### src/rtl/stack_alu_pkg.sv
// stack_alu_pkg
// Shared definitions for the RPN stack ALU sequencer: ALU opcode encodings,
// result error codes and the controller state encoding.
// No ports (package).
package stack_alu_pkg;

    // ALU opcodes, sampled by the ALU on a rising clock edge.
    localparam logic [2:0] OP_NOP  = 3'b000;
    localparam logic [2:0] OP_ADD  = 3'b100;
    localparam logic [2:0] OP_MUL  = 3'b101;
    localparam logic [2:0] OP_PUSH = 3'b110;
    localparam logic [2:0] OP_POP  = 3'b111;

    // Per-expression error codes reported on res_err.
    localparam logic [1:0] ERR_OK        = 2'b00;
    localparam logic [1:0] ERR_UNDER     = 2'b01;
    localparam logic [1:0] ERR_FULL      = 2'b10;
    localparam logic [1:0] ERR_MALFORMED = 2'b11;

    typedef enum logic [2:0] {
        S_IDLE    = 3'd0,
        S_EXEC    = 3'd1,
        S_CHECK   = 3'd2,
        S_POP     = 3'd3,
        S_CAPT    = 3'd4,
        S_RESULT  = 3'd5,
        S_DISCARD = 3'd6,
        S_FLUSH   = 3'd7
    } state_t;

endpackage

### src/rtl/stack_alu_sequencer.sv
// stack_alu_sequencer
// Evaluates postfix (RPN) expressions on an external stack ALU. Tokens arrive
// over a valid/ready handshake; the controller tracks the ALU stack depth,
// issues push/add/mul/pop opcodes and returns one result per expression with a
// sticky overflow flag and an error code.
//
// Ports:
//   clk, rst_n        clock, asynchronous active-low reset
//   tok_valid/ready   token handshake; tok_is_op, tok_last, tok_data payload
//   alu_opcode        registered ALU opcode (nop/add/mul/push/pop)
//   alu_input_data    registered push operand
//   alu_output_data   ALU top-of-stack result (valid the cycle after the op)
//   alu_overflow      ALU arithmetic overflow (valid the cycle after the op)
//   res_valid/ready   result handshake; res_data, res_overflow, res_err payload
//   busy              controller is not idle
//
// Handshakes: a transfer happens on a rising edge where valid and ready are
// both 1. The producer holds valid and payload stable until that edge; ready
// may be dropped or raised at any time and does not depend on valid.
module stack_alu_sequencer
    import stack_alu_pkg::*;
#(
    parameter int N     = 8,
    parameter int DEPTH = 8
) (
    input  logic         clk,
    input  logic         rst_n,
    input  logic         tok_valid,
    output logic         tok_ready,
    input  logic         tok_is_op,
    input  logic         tok_last,
    input  logic [N-1:0] tok_data,
    output logic [2:0]   alu_opcode,
    output logic [N-1:0] alu_input_data,
    input  logic [N-1:0] alu_output_data,
    input  logic         alu_overflow,
    output logic         res_valid,
    input  logic         res_ready,
    output logic [N-1:0] res_data,
    output logic         res_overflow,
    output logic [1:0]   res_err,
    output logic         busy
);

    localparam int DW = $clog2(DEPTH + 1);
    localparam logic [DW-1:0] DEPTH_MAX = DW'(DEPTH);

    state_t        state, state_d;
    logic [DW-1:0] depth, depth_d;
    logic [2:0]    opcode_d;
    logic [N-1:0]  input_d;
    logic [N-1:0]  res_data_d;
    logic          sticky_d;
    logic [1:0]    err_d;
    logic          last_q, last_d;     // accepted token was the last one
    logic          arith_q, arith_d;   // accepted token was add/mul

    // Ready is forced low while reset is asserted even though the state
    // register already holds S_IDLE.
    assign tok_ready = rst_n && (state == S_IDLE || state == S_DISCARD);
    assign res_valid = (state == S_RESULT);
    assign busy      = (state != S_IDLE);

    always_comb begin
        state_d    = state;
        depth_d    = depth;
        opcode_d   = OP_NOP;
        input_d    = alu_input_data;
        res_data_d = res_data;
        sticky_d   = res_overflow;
        err_d      = res_err;
        last_d     = last_q;
        arith_d    = arith_q;

        case (state)
            S_IDLE: begin
                if (tok_valid && tok_ready) begin
                    last_d = tok_last;
                    if (!tok_is_op) begin
                        if (depth == DEPTH_MAX) begin
                            err_d   = ERR_FULL;
                            state_d = tok_last ? S_FLUSH : S_DISCARD;
                        end else begin
                            arith_d  = 1'b0;
                            input_d  = tok_data;
                            opcode_d = OP_PUSH;
                            state_d  = S_EXEC;
                        end
                    end else begin
                        if (depth < DW'(2)) begin
                            err_d   = ERR_UNDER;
                            state_d = tok_last ? S_FLUSH : S_DISCARD;
                        end else begin
                            arith_d  = 1'b1;
                            opcode_d = tok_data[0] ? OP_MUL : OP_ADD;
                            state_d  = S_EXEC;
                        end
                    end
                end
            end
            S_EXEC: begin
                // The opcode is visible to the ALU for this one cycle.
                depth_d = arith_q ? depth - DW'(1) : depth + DW'(1);
                state_d = S_CHECK;
            end
            S_CHECK: begin
                // ALU flags for the op issued in S_EXEC are valid now.
                if (arith_q) begin
                    sticky_d = res_overflow | alu_overflow;
                end
                if (last_q) begin
                    if (depth == DW'(1)) begin
                        opcode_d = OP_POP;
                        state_d  = S_POP;
                    end else begin
                        err_d   = ERR_MALFORMED;
                        state_d = S_FLUSH;
                    end
                end else begin
                    state_d = S_IDLE;
                end
            end
            S_POP: begin
                depth_d = '0;
                state_d = S_CAPT;
            end
            S_CAPT: begin
                res_data_d = alu_output_data;
                state_d    = S_RESULT;
            end
            S_RESULT: begin
                if (res_ready) begin
                    sticky_d = 1'b0;
                    err_d    = ERR_OK;
                    state_d  = S_IDLE;
                end
            end
            S_DISCARD: begin
                if (tok_valid && tok_ready && tok_last) begin
                    state_d = S_FLUSH;
                end
            end
            S_FLUSH: begin
                // A pop is on the bus whenever depth is nonzero here.
                if (depth != '0) begin
                    depth_d = depth - DW'(1);
                end else begin
                    res_data_d = '0;
                    state_d    = S_RESULT;
                end
            end
            default: state_d = S_IDLE;
        endcase

        // Flush pops are registered, so the pop for the next flush cycle is
        // decided from the depth that cycle will see.
        if (state_d == S_FLUSH && depth_d != '0) begin
            opcode_d = OP_POP;
        end
    end

    always_ff @(posedge clk or negedge rst_n) begin
        if (!rst_n) begin
            state          <= S_IDLE;
            depth          <= '0;
            alu_opcode     <= OP_NOP;
            alu_input_data <= '0;
            res_data       <= '0;
            res_overflow   <= 1'b0;
            res_err        <= ERR_OK;
            last_q         <= 1'b0;
            arith_q        <= 1'b0;
        end else begin
            state          <= state_d;
            depth          <= depth_d;
            alu_opcode     <= opcode_d;
            alu_input_data <= input_d;
            res_data       <= res_data_d;
            res_overflow   <= sticky_d;
            res_err        <= err_d;
            last_q         <= last_d;
            arith_q        <= arith_d;
        end
    end

endmodule

### config.mk
export PLATFORM = sky130hd
export DESIGN_NAME = stack_alu_sequencer
export DESIGN_NICKNAME = d
export VERILOG_FILES = /design/src/rtl/stack_alu_pkg.sv /design/src/rtl/stack_alu_sequencer.sv
export SDC_FILE = /design/constraint.sdc
export NUM_CORES = 1
export LEC_CHECK = 0
export CAP_MARGIN = 20
export CORE_MARGIN = 2
export CORE_UTILIZATION = 45
export CTS_BUF_LIST = sky130_fd_sc_hd__clkbuf_16
export DETAILED_ROUTE_END_ITERATION = 7
export PLACE_DENSITY = 0.84
export SYNTH_ARGS = -nofsm -noshare
export SYNTH_HDL_FRONTEND = slang
export SYNTH_SLANG_ARGS = --single-unit
### constraint.sdc
create_clock -name clk -period 7 [get_ports clk]
set_clock_uncertainty 0.2 [all_clocks]
set_input_delay 1.05 -clock clk [delete_from_list [all_inputs] [get_ports clk]]
set_output_delay 1.05 -clock clk [all_outputs]
set_load 0.05 [all_outputs]
==> metrics.json, run 1 <==
{
  "status": {"value": "finished, final reports clean"},
  "rsz0062_at_grt": {"value": "false"},
  "postSynthNetCount": {"value": 177},
  "type_of_element_launching_the_critical_path": {"value": "primary input"},
  "setup_viol": {"value": 0},
  "placeableCoreArea": {"value": 3420, "unit": "sq um"},
  "internal-power": {"value": 696, "unit": "uW"},
  "worst_hold_slack": {"value": 297, "unit": "ps"},
  "power.switching": {"value": 593, "unit": "uW"},
  "grtUsageTotal": {"value": 23.1, "unit": "%"},
  "numPortBuffers": {"value": 47},
  "max_slew_margin": {"value": 42.2, "unit": "%"},
  "post_dp_cell_area": {"value": 2110, "unit": "sq um"},
  "initial_utilization": {"value": 47.6, "unit": "%"},
  "worst_hold_path_type": {"value": "flip-flop to flip-flop"},
  "cp.arrival": {"value": 3250, "unit": "ps"},
  "antenna_violations_before_repair": {"value": 0},
  "postCtsSetupBuffers": {"value": 0},
  "die_area": {"value": 4110, "unit": "sq um"},
  "placementRows": {"value": 21},
  "clkPwrFrac": {"value": 19.0, "unit": "%"},
  "drt-initial-drc-count": {"value": 65},
  "route.detailed.drc": {"value": 0},
  "cts.repair.resized": {"value": 0},
  "pwr-share-comb": {"value": 53.0, "unit": "%"},
  "cts.sinks": {"value": 31},
  "tritoncts": {"value": "yes"},
  "final.period_utilization": {"value": 64.3, "unit": "%"},
  "fp.dieW": {"value": 64.1, "unit": "um"},
  "crit-reg2reg-launch": {"value": "depth[1]"},
  "post_synth_inst_count": {"value": 151},
  "hpwlAfterDp": {"value": 3030, "unit": "um"},
  "setup.worst_path.class": {"value": "primary input to output port"},
  "slew_viol_final": {"value": 0},
  "vdd.ir_drop.worst": {"value": 0.279, "unit": "mV"},
  "power_density": {"value": 564, "unit": "nW/um^2"},
  "fin_area": {"value": 2280, "unit": "sq um"},
  "grt_overflow": {"value": 0},
  "via_count_of_the_first_global_routing_pass": {"value": 1427},
  "timing.final.crit_period": {"value": 4500, "unit": "ps"},
  "detailedRoute.firstPassIterationCount": {"value": 4},
  "worst_setup_path_end_kind": {"value": "output port"},
  "viasPerCell": {"value": 5.76},
  "yosys-top-cells-area": {"value": "dfrtp_1 (48%), mux2_2 (6.2%), a22o_1 (4.3%), nor2b_1 (3.1%), nor2_1 (2.5%)"},
  "synth_top_flop_cell": {"value": "dfrtp_1"},
  "synth-edff-count": {"value": 0},
  "y_dimension_of_the_die": {"value": 64.1, "unit": "um"},
  "route.antenna.remaining_nets": {"value": 0},
  "leakage": {"value": 0.000988, "unit": "uW"},
  "design.final.nets": {"value": 226},
  "synth_cell_types": {"value": 49},
  "synth-async-reset-ratio": {"value": 100, "unit": "%"},
  "area_growth": {"value": 40.5, "unit": "%"},
  "min_from": {"value": "res_data[4]"},
  "ys_warns": {"value": 0},
  "number_of_placed_cells_counting_well_taps": {"value": 239},
  "pin_count": {"value": 48},
  "worstReg2RegEnd": {"value": "alu_opcode[0]"},
  "yosys_register_bits": {"value": 31},
  "grt_first_pass_wirelength": {"value": 7040, "unit": "um"},
  "synth_area": {"value": 1630, "unit": "sq um"},
  "synth.avg_cell_area": {"value": 10.8, "unit": "sq um"},
  "report.final.hold_viol_count": {"value": 0},
  "post-synth-top-area-cell": {"value": "dfrtp_1"},
  "drt_wl_total": {"value": 4290, "unit": "um"},
  "final_cells": {"value": 247},
  "dr_total_vias": {"value": 1422},
  "tritoncts.num_buffers": {"value": 5},
  "final_layout_size_suffix_gt1_share": {"value": 12.4, "unit": "%"},
  "maximum_root_to_sink_buffer_count": {"value": 2},
  "ff2ff_setup_slack": {"value": 4080, "unit": "ps"},
  "largest_net_degree_at_the_start_of_global_routing": {"value": 34},
  "power_switching_share": {"value": 46.0, "unit": "%"},
  "worst_tran_pin_value": {"value": 866, "unit": "ps"},
  "ctsRootBufferMaster": {"value": "clkbuf_16"},
  "antenna_cell_count": {"value": 0},
  "finalWeightedCongestion": {"value": 0.912},
  "setup_total_negative_slack": {"value": 0, "unit": "ps"},
  "synth_largest_type_area_fraction": {"value": 47.7, "unit": "%"},
  "cts_htree_levels": {"value": 2},
  "cp.required": {"value": 5750, "unit": "ps"},
  "number_of_buffers_added_to_fix_hold_violations_after_cts": {"value": 0},
  "timing.hold.worst_path_depth": {"value": 1},
  "fmax": {"value": 0.222, "unit": "GHz"},
  "critical_path_peak_fanout": {"value": 33},
  "holdPathEnd": {"value": "res_data[4]"},
  "worstSkewPairLatency": {"value": 280, "unit": "ps"},
  "wire_per_inst": {"value": 17.4, "unit": "um"},
  "maxCapViolCount": {"value": 0},
  "worst_setup_hold_path_clk_slew": {"value": 50, "unit": "ps"},
  "post-layout-total-power": {"value": 1290, "unit": "uW"},
  "r2r.worst_path.cells": {"value": 8},
  "power.share.sequential": {"value": 28.0, "unit": "%"},
  "ys_seq_area_share": {"value": 47.7, "unit": "%"}
}
==> worst max-delay path by stage <==
stage          depth (start not counted)  slack, ps         to  start
4_1_cts                                4       2490  tok_ready  rst_n
3_3_place_gp                           4       2600  tok_ready  rst_n
6_report                               4       2500  tok_ready  rst_n
2_1_floorplan                          1       3040  tok_ready  rst_n
5_1_grt                                4       2380  tok_ready  rst_n
3_5_place_dp                           4       2470  tok_ready  rst_n
==> placed cells by master (no fill, tap or decap), types with 2 or more instances in the layout <==
cell type         n
a31oi_1           4
nor4b_1           3
inv_1             8
a22oi_1           2
ha_1              3
nor2b_1           8
clkdlybuf4s50_1  47
o211ai_1          2
nand2_1          10
nand4b_1          2
a21oi_1           3
dfrtp_1          31
o2bb2ai_1         2
mux2_2            9
nor2_1           11
and2_1            2
nand3_1           2
a22o_1            8
a211o_1           2
clkbuf_16         5
o21ai_0           6
==> synthesized netlist by cell type, types with 2 or more instances <==
cell type and number:
a211o_1 2, a21oi_1 3, a22o_1 8, a22oi_1 2, a31oi_1 4, and2_1 2
buf_6 3, clkbuf_1 2, dfrtp_1 31, ha_1 3, inv_1 8, mux2_2 9
nand2_1 10, nand3_1 2, nand4b_1 2, nor2_1 11, nor2b_1 8, nor4b_1 3
o211ai_1 2, o21ai_0 6, o2bb2ai_1 2
==> flip-flops by register name, indices dropped and copies added (netlist names) <==
name	flops
alu_opcode	3
last_q	1
state	3
depth	4
res_err	2
res_overflow	1
arith_q	1
res_data	8
alu_input_data	8
==> stage by stage <==
stage                     worst slack (ps)  utilization [%]
after detailed placement              2470             61.9
after global routing                  2380             66.8
after global placement                2600             61.9
after floorplan                       3040                -
after CTS                             2490             66.8
final                                 2500             66.8
==> power groups by stage <==
stage / registers [uW] / logic, uW / clock network [uW]
after floorplan: 509 / 328 / 0
after global placement: 354 / 661 / 0
after detailed placement: 362 / 674 / 0
after CTS: 359 / 684 / 247
after global routing: 375 / 728 / 255
final: 361 / 684 / 244
==> final cells by class <==
type,count,area (sq um)
Clock buffer,5,125
Clock inverter,3,43.8
Fill cell,264,1130
Inverter,8,30.0
Multi-Input combinational cell,106,773
Sequential cell,31,776
Tap cell,46,57.6
Timing Repair Buffer,48,478
==> critical path, cell delays in order <==
cell,delay [ps]
clkdlybuf4s50_1,450
buf_4,350
nor4b_1,450
clkdlybuf4s50_1,920
==> metal layers <==
layer,GRT usage [%],wire (um)
met2,37.4,2150
met4,14.1,131
met1,27.6,1780
met3,5.63,232
met5,0,0
==> cell families (layout without fill, tap and decap cells) <==
| kind of cell | count (synthesis) | in the layout | synth area share, % |
|---|---|---|---|
| AOI/OAI and AO/OA | 44 | 44 | 21.4 |
| buffers and inverters | 14 | 64 | 4.70 |
| muxes | 9 | 9 | 6.24 |
| adders and majority gates | 3 | 3 | 2.31 |
| and+or+nand+nor | 50 | 50 | 17.6 |
| DFF | 31 | 31 | 47.7 |
(Power assumes the default switching activity.)
==> run 2: changes to the inputs <==
==> constraint.sdc (replaced) <==
create_clock -name clk -period 4.4 [get_ports clk]
set_clock_uncertainty 0.2 [all_clocks]
set_input_delay 0.66 -clock clk [delete_from_list [all_inputs] [get_ports clk]]
set_output_delay 0.66 -clock clk [all_outputs]
set_load 0.05 [all_outputs]
==> metrics.json, run 2 (synthesized netlist as in run 1, its figures left out) <==
{
  "vdd.ir_drop.worst": {"value": 0.500, "unit": "mV", "change": "+79%"},
  "report.final.hold_viol_count": {"value": 0, "change": "unchanged"},
  "worst_setup_path_end_kind": {"value": "output port"},
  "y_dimension_of_the_die": {"value": 64.1, "unit": "um", "change": "unchanged"},
  "timing.final.crit_period": {"value": 3170, "unit": "ps"},
  "layout_common_cells": {"value": "clkdlybuf4s50_1 (46), dfrtp_1 (31), nor2_1 (11), nand2_1 (10), mux2_2 (9)"},
  "tritoncts.num_buffers": {"value": 5, "change": "unchanged"},
  "cts.sinks": {"value": 31, "change": "unchanged"},
  "final.period_utilization": {"value": 72.0, "unit": "%"},
  "area_growth": {"value": 40.0, "unit": "%"},
  "gate_family_responsible_for_the_most_delay_along_the_worst_path": {"value": "buffers and inverters"},
  "status": {"value": "finished, final reports clean"},
  "cp.required": {"value": 3540, "unit": "ps", "change": "-2210 ps"},
  "maxCapViolCount": {"value": 0, "change": "unchanged"},
  "power.share.sequential": {"value": 28.5, "unit": "%", "change": "+0.5 points"},
  "detailedRoute.firstPassIterationCount": {"value": 4, "change": "unchanged"},
  "placeableCoreArea": {"value": 3420, "unit": "sq um", "change": "unchanged"},
  "worst_tran_pin_value": {"value": 803, "unit": "ps", "change": "-63.6 ps"},
  "critical_path.n_buffers_inverters": {"value": 1, "change": "-2"},
  "timing.critical_path.slowest_cell_delay": {"value": 790, "unit": "ps", "change": "-130 ps"},
  "cp.arrival": {"value": 2310, "unit": "ps", "change": "-940 ps"},
  "max_slew_margin": {"value": 46.5, "unit": "%", "change": "+4.2 points"},
  "timing.critical_path.from": {"value": "state[2]"},
  "layout_top_registers": {"value": "alu_input_data x8, res_data x8, depth x4"},
  "crit_path_cell_trace": {"value": "nor2b_1 > and2_1 > clkdlybuf4s50_1"},
  "postCtsSetupBuffers": {"value": 0, "change": "unchanged"},
  "internal-power": {"value": 1100, "unit": "uW", "change": "+58%"},
  "cp.depth": {"value": 3, "change": "-1"},
  "design.final.nets": {"value": 226, "change": "unchanged"},
  "antenna_cell_count": {"value": 0, "change": "unchanged"},
  "viasPerCell": {"value": 5.84, "change": "+1.5%"},
  "drt-initial-drc-count": {"value": 107, "change": "+65%"},
  "n_fill_cell": {"value": 268, "change": "+1.5%"},
  "fp.dieW": {"value": 64.1, "unit": "um", "change": "unchanged"},
  "antenna_violations_before_repair": {"value": 0, "change": "unchanged"},
  "clkPwrFrac": {"value": 18.5, "unit": "%", "change": "-0.5 points"},
  "multiInputGateArea": {"value": 773, "unit": "sq um", "change": "unchanged"},
  "slew_viol_final": {"value": 0, "change": "unchanged"},
  "numPortBuffers": {"value": 47, "change": "unchanged"},
  "worstReg2RegEnd": {"value": "alu_opcode[0]"},
  "grtUsageTotal": {"value": 22.6, "unit": "%", "change": "-0.44 points"},
  "route.antenna.remaining_nets": {"value": 0, "change": "unchanged"},
  "setup.worst_path.class": {"value": "flip-flop to output port"},
  "power_switching_share": {"value": 46.0, "unit": "%", "change": "about the same"},
  "maximum_root_to_sink_buffer_count": {"value": 2, "change": "unchanged"},
  "setup_viol": {"value": 0, "change": "unchanged"},
  "type_of_element_launching_the_critical_path": {"value": "flip-flop"},
  "r2r.worst_path.cells": {"value": 8, "change": "unchanged"},
  "pin_count": {"value": 48, "change": "unchanged"},
  "cts_htree_levels": {"value": 2, "change": "unchanged"},
  "regArea": {"value": 776, "unit": "sq um", "change": "unchanged"},
  "finalWeightedCongestion": {"value": 0.914, "change": "+0.26%"},
  "drt_wl_total": {"value": 4340, "unit": "um", "change": "+1.1%"},
  "cp_slowest_cell": {"value": "clkdlybuf4s50_1"},
  "setup_total_negative_slack": {"value": 0, "unit": "ps", "change": "unchanged"},
  "fmax": {"value": 0.316, "unit": "GHz"},
  "pwr-share-comb": {"value": 53.0, "unit": "%", "change": "about the same"},
  "grt_first_pass_wirelength": {"value": 6990, "unit": "um", "change": "-0.78%"},
  "power.switching": {"value": 941, "unit": "uW", "change": "+59%"},
  "via_count_of_the_first_global_routing_pass": {"value": 1394, "change": "-2.3%"},
  "route.detailed.drc": {"value": 0, "change": "unchanged"},
  "most_common_library_cell_in_the_layout_ignoring_fill_and_taps": {"value": "clkdlybuf4s50_1"},
  "largest_net_degree_at_the_start_of_global_routing": {"value": 34, "change": "unchanged"},
  "crit-reg2reg-launch": {"value": "depth[1]"},
  "ff2ff_setup_slack": {"value": 1520, "unit": "ps", "change": "-2560 ps"},
  "tritoncts": {"value": "yes"},
  "number_of_buffers_added_to_fix_hold_violations_after_cts": {"value": 0, "change": "unchanged"},
  "min_from": {"value": "res_data[0]"},
  "worst_hold_path_type": {"value": "flip-flop to flip-flop"},
  "worstSkewPairLatency": {"value": 270, "unit": "ps", "change": "about the same"},
  "wire_per_inst": {"value": 17.6, "unit": "um", "change": "+1.1%"},
  "worst_setup_hold_path_clk_slew": {"value": 50, "unit": "ps", "change": "about the same"},
  "rsz0062_at_grt": {"value": "false"},
  "leakage": {"value": 0.000988, "unit": "uW", "change": "about the same"},
  "fin_area": {"value": 2280, "unit": "sq um", "change": "-0.33%"},
  "placementRows": {"value": 21, "change": "unchanged"},
  "critical_path_peak_fanout": {"value": 17, "change": "-48%"},
  "initial_utilization": {"value": 47.6, "unit": "%", "change": "unchanged"},
  "ctsRootBufferMaster": {"value": "clkbuf_16"},
  "critPathCapture": {"value": "res_valid"},
  "grt_overflow": {"value": 0, "change": "unchanged"},
  "final_layout_size_suffix_gt1_share": {"value": 12.4, "unit": "%", "change": "unchanged"},
  "dr_total_vias": {"value": 1443, "change": "+1.5%"},
  "post_dp_cell_area": {"value": 2110, "unit": "sq um", "change": "-0.12%"},
  "hpwlAfterDp": {"value": 3080, "unit": "um", "change": "+1.7%"},
  "die_area": {"value": 4110, "unit": "sq um", "change": "unchanged"},
  "power_density": {"value": 898, "unit": "nW/um^2", "change": "+59%"},
  "cts.repair.resized": {"value": 0, "change": "unchanged"}
}
-- run 2: cell types whose count changed in the layout (fill, tap and decap cells not counted) --
| cell | before | now |
|---|---|---|
| clkinv_1 | 0 | 1 |
| clkinv_4 | 1 | 0 |
| clkdlybuf4s50_1 | 47 | 46 |
| buf_4 | 1 | 2 |
-- run 2: worst reg2reg max path, delay by kind of cell (launching register included) --
kind,cells,cell delay (ps)
buf+inv,1,120
flops,1,470
simple gates,3,1050
compound gates,3,630
fa+ha+maj,1,290
-- run 2: metal layers --
metal	up-vias	track usage, %	wire [um]
li1	660	-	-
met1	702	28.2	1750
met2	75	36.2	2230
met3	6	5.63	273
met4	0	12.0	90
met5	-	0	0
-- run 2: worst min path at each step --
| stage | to | slack, ps | cells past startpoint |
|---|---|---|---|
| floorplan | alu_input_data[0] | 160 | 0 |
| global placement | res_data[4] | 280 | 1 |
| detailed placement | res_data[2] | 290 | 1 |
| CTS | res_data[0] | 300 | 1 |
| global route | res_data[0] | 310 | 1 |
| finish | res_data[0] | 300 | 1 |
-- run 2: per-stage QoR --
step                hold slack (ps)  setup WS (ps)  utilization [%]  power [uW]  cells
finish                          298           1230             66.6        2040    247
global route                    312           1130             66.6        2150    247
floorplan                       164           1060                -        1330    151
CTS                             304           1220             66.6        2050    247
detailed placement              289           1060             61.8        1650    239
global placement                283           1210             61.8        1620    239
-- run 2: power by group through the flow --
stage	Combinational [uW]	Clock, uW	Sequential, uW
floorplan	522	0	809
finish	1080	378	582
CTS	1080	386	578
detailed placement	1080	0	579
global route	1150	400	604
global placement	1050	0	566
-- run 2: layout make-up --
cell class	instances	area share, %
Multi-Input combinational cell	106	34.0
Clock buffer	5	5.50
Sequential cell	31	34.1
Clock inverter	3	1.70
Timing Repair Buffer	48	20.9
Inverter	8	1.32
Tap cell	46	2.53
==> run 3: changes to the inputs <==
==> constraint.sdc (replaced) <==
create_clock -name clk -period 3.1 [get_ports clk]
set_clock_uncertainty 0.2 [all_clocks]
set_input_delay 0.465 -clock clk [delete_from_list [all_inputs] [get_ports clk]]
set_output_delay 0.465 -clock clk [all_outputs]
set_load 0.05 [all_outputs]
==> metrics.json, run 3 (synthesized netlist as in run 1, its figures left out) <==
{
  "placeableCoreArea": {"value": 3420, "unit": "sq um", "change": "unchanged"},
  "number_of_buffers_added_to_fix_hold_violations_after_cts": {"value": 0, "change": "unchanged"},
  "layout_common_cells": {"value": "clkdlybuf4s50_1 (46), dfrtp_1 (31), nor2_1 (11), nand2_1 (10), mux2_2 (9)"},
  "critical_path_peak_fanout": {"value": 14, "change": "-3"},
  "via_count_of_the_first_global_routing_pass": {"value": 1368, "change": "-1.9%"},
  "initial_utilization": {"value": 47.6, "unit": "%", "change": "unchanged"},
  "clkPwrFrac": {"value": 16.0, "unit": "%", "change": "-2.5 points"},
  "setup.worst_path.class": {"value": "flip-flop to output port"},
  "pin_count": {"value": 48, "change": "unchanged"},
  "worst_setup_hold_path_clk_slew": {"value": 50, "unit": "ps", "change": "about the same"},
  "internal-power": {"value": 1510, "unit": "uW", "change": "+37%"},
  "worst_hold_path_type": {"value": "flip-flop to flip-flop"},
  "maximum_root_to_sink_buffer_count": {"value": 2, "change": "unchanged"},
  "placementRows": {"value": 21, "change": "unchanged"},
  "numPortBuffers": {"value": 47, "change": "unchanged"},
  "power_density": {"value": 1250, "unit": "nW/um^2", "change": "+39%"},
  "grt_overflow": {"value": 0, "change": "unchanged"},
  "worst_setup_path_end_kind": {"value": "output port"},
  "gate_family_responsible_for_the_most_delay_along_the_worst_path": {"value": "buffers and inverters"},
  "grt_first_pass_wirelength": {"value": 7090, "unit": "um", "change": "+1.5%"},
  "timing.final.crit_period": {"value": 2900, "unit": "ps"},
  "cp_slowest_cell": {"value": "clkdlybuf4s50_1"},
  "fmax": {"value": 0.344, "unit": "GHz"},
  "tritoncts": {"value": "yes"},
  "fp.dieW": {"value": 64.1, "unit": "um", "change": "unchanged"},
  "antenna_cell_count": {"value": 0, "change": "unchanged"},
  "type_of_element_launching_the_critical_path": {"value": "flip-flop"},
  "route.antenna.remaining_nets": {"value": 0, "change": "unchanged"},
  "slew_viol_final": {"value": 0, "change": "unchanged"},
  "cts_htree_levels": {"value": 2, "change": "unchanged"},
  "worst_hold_slack": {"value": 293, "unit": "ps", "change": "-5.13 ps"},
  "layout_top_registers": {"value": "alu_input_data x8, res_data x8, depth x4"},
  "largest_net_degree_at_the_start_of_global_routing": {"value": 24, "change": "-29%"},
  "y_dimension_of_the_die": {"value": 64.1, "unit": "um", "change": "unchanged"},
  "drt-initial-drc-count": {"value": 117, "change": "+9.3%"},
  "timing.critical_path.slowest_cell_delay": {"value": 790, "unit": "ps", "change": "about the same"},
  "ctsRootBufferMaster": {"value": "clkbuf_16"},
  "pwr-share-comb": {"value": 56.0, "unit": "%", "change": "+3.0 points"},
  "route.detailed.drc": {"value": 0, "change": "unchanged"},
  "postCtsSetupBuffers": {"value": 0, "change": "unchanged"},
  "drt_wl_total": {"value": 4340, "unit": "um", "change": "about the same"},
  "cp.required": {"value": 2430, "unit": "ps", "change": "-1110 ps"},
  "worst_tran_pin_value": {"value": 596, "unit": "ps", "change": "-207 ps"},
  "setup_total_negative_slack": {"value": 0, "unit": "ps", "change": "unchanged"},
  "dr_total_vias": {"value": 1443, "change": "unchanged"},
  "critical_path.n_buffers_inverters": {"value": 1, "change": "unchanged"},
  "hpwlAfterDp": {"value": 3200, "unit": "um", "change": "+3.8%"},
  "antenna_violations_before_repair": {"value": 0, "change": "unchanged"},
  "viasPerCell": {"value": 5.77, "change": "-1.2%"},
  "design.final.nets": {"value": 229, "change": "+1.3%"},
  "power_switching_share": {"value": 47.3, "unit": "%", "change": "+1.3 points"},
  "setup_viol": {"value": 0, "change": "unchanged"},
  "max_slew_margin": {"value": 60.2, "unit": "%", "change": "+14 points"},
  "die_area": {"value": 4110, "unit": "sq um", "change": "unchanged"},
  "power.share.sequential": {"value": 28.0, "unit": "%", "change": "-0.5 points"},
  "finalWeightedCongestion": {"value": 0.915, "change": "about the same"},
  "vdd.ir_drop.worst": {"value": 0.610, "unit": "mV", "change": "+22%"},
  "maxCapViolCount": {"value": 0, "change": "unchanged"},
  "crit_path_cell_trace": {"value": "nor2b_1 > and2_1 > clkdlybuf4s50_1"},
  "cts.sinks": {"value": 31, "change": "unchanged"},
  "grtUsageTotal": {"value": 23.1, "unit": "%", "change": "+0.43 points"},
  "final_layout_size_suffix_gt1_share": {"value": 13.7, "unit": "%", "change": "+1.3 points"},
  "status": {"value": "finished, final reports clean"},
  "tritoncts.num_buffers": {"value": 5, "change": "unchanged"},
  "area_growth": {"value": 41.1, "unit": "%"},
  "worstSkewPairLatency": {"value": 280, "unit": "ps", "change": "about the same"},
  "detailedRoute.firstPassIterationCount": {"value": 5, "change": "+1"},
  "final.period_utilization": {"value": 93.6, "unit": "%"},
  "report.final.hold_viol_count": {"value": 0, "change": "unchanged"},
  "most_common_library_cell_in_the_layout_ignoring_fill_and_taps": {"value": "clkdlybuf4s50_1"},
  "wire_per_inst": {"value": 17.4, "unit": "um", "change": "-1.1%"},
  "power.switching": {"value": 1350, "unit": "uW", "change": "+44%"},
  "rsz0062_at_grt": {"value": "false"},
  "leakage": {"value": 0.000991, "unit": "uW", "change": "+0.35%"},
  "ff2ff_setup_slack": {"value": 270, "unit": "ps", "change": "-1250 ps"},
  "cp.arrival": {"value": 2240, "unit": "ps", "change": "-70 ps"},
  "cts.repair.resized": {"value": 0, "change": "unchanged"}
}
## run 3: power groups by stage
stage	Clock, uW	Combinational (uW)	Sequential [uW]
final	457	1600	799
after global routing	489	1690	828
after CTS	465	1590	794
after detailed placement	0	1590	797
after global placement	0	1560	782
after floorplan	0	746	1150
## run 3: worst register-to-register path, cell delays in order (launching register included)
cell	delay, ps
dfrtp_1	470
inv_1	120
ha_1	260
or3b_4	440
a311oi_1	290
a22oi_1	150
or4_1	440
o2111ai_2	240
nand2_1	90
## run 3: metal layers
metal | track usage, % | share of wire (%)
met1 | 30.4 | 41
met2 | 36.7 | 50
met3 | 5.11 | 6.6
met4 | 9.57 | 2.4
met5 | 0 | 0
## run 3: path summary, 6_finish.rpt
kind | from | end | cells past startpoint
hold reg to reg | res_data[5] | res_data[5] | 1
setup reg to reg | depth[1] | alu_opcode[1] | 8
max in group asynchronous | rst_n | res_data[3] | 2
min in group asynchronous | rst_n | alu_opcode[1] | 2
hold / removal | res_data[5] | res_data[5] | 1
setup / recovery | state[1] | res_valid | 3
## run 3: metrics by stage
stage | std cells | utilization (%) | cell area (sq um) | setup WS, ps | power (uW)
floorplan | 151 | - | 1630 | 552 | 1890
global placement | 242 | 63.0 | 2150 | 422 | 2340
detailed placement | 242 | 63.0 | 2150 | 319 | 2380
CTS | 250 | 67.1 | 2290 | 219 | 2850
global route | 250 | 67.1 | 2290 | 123 | 3010
finish | 250 | 67.1 | 2290 | 197 | 2860
## run 3: cell type report
cell class	count	area, sq um
clock buffer	5	125
timing repair buffer	51	510
tap	46	57.6
fill	263	1120
clock inverter	3	15.0
multi-input combinational	106	779
inverter	8	30.0
sequential	31	776
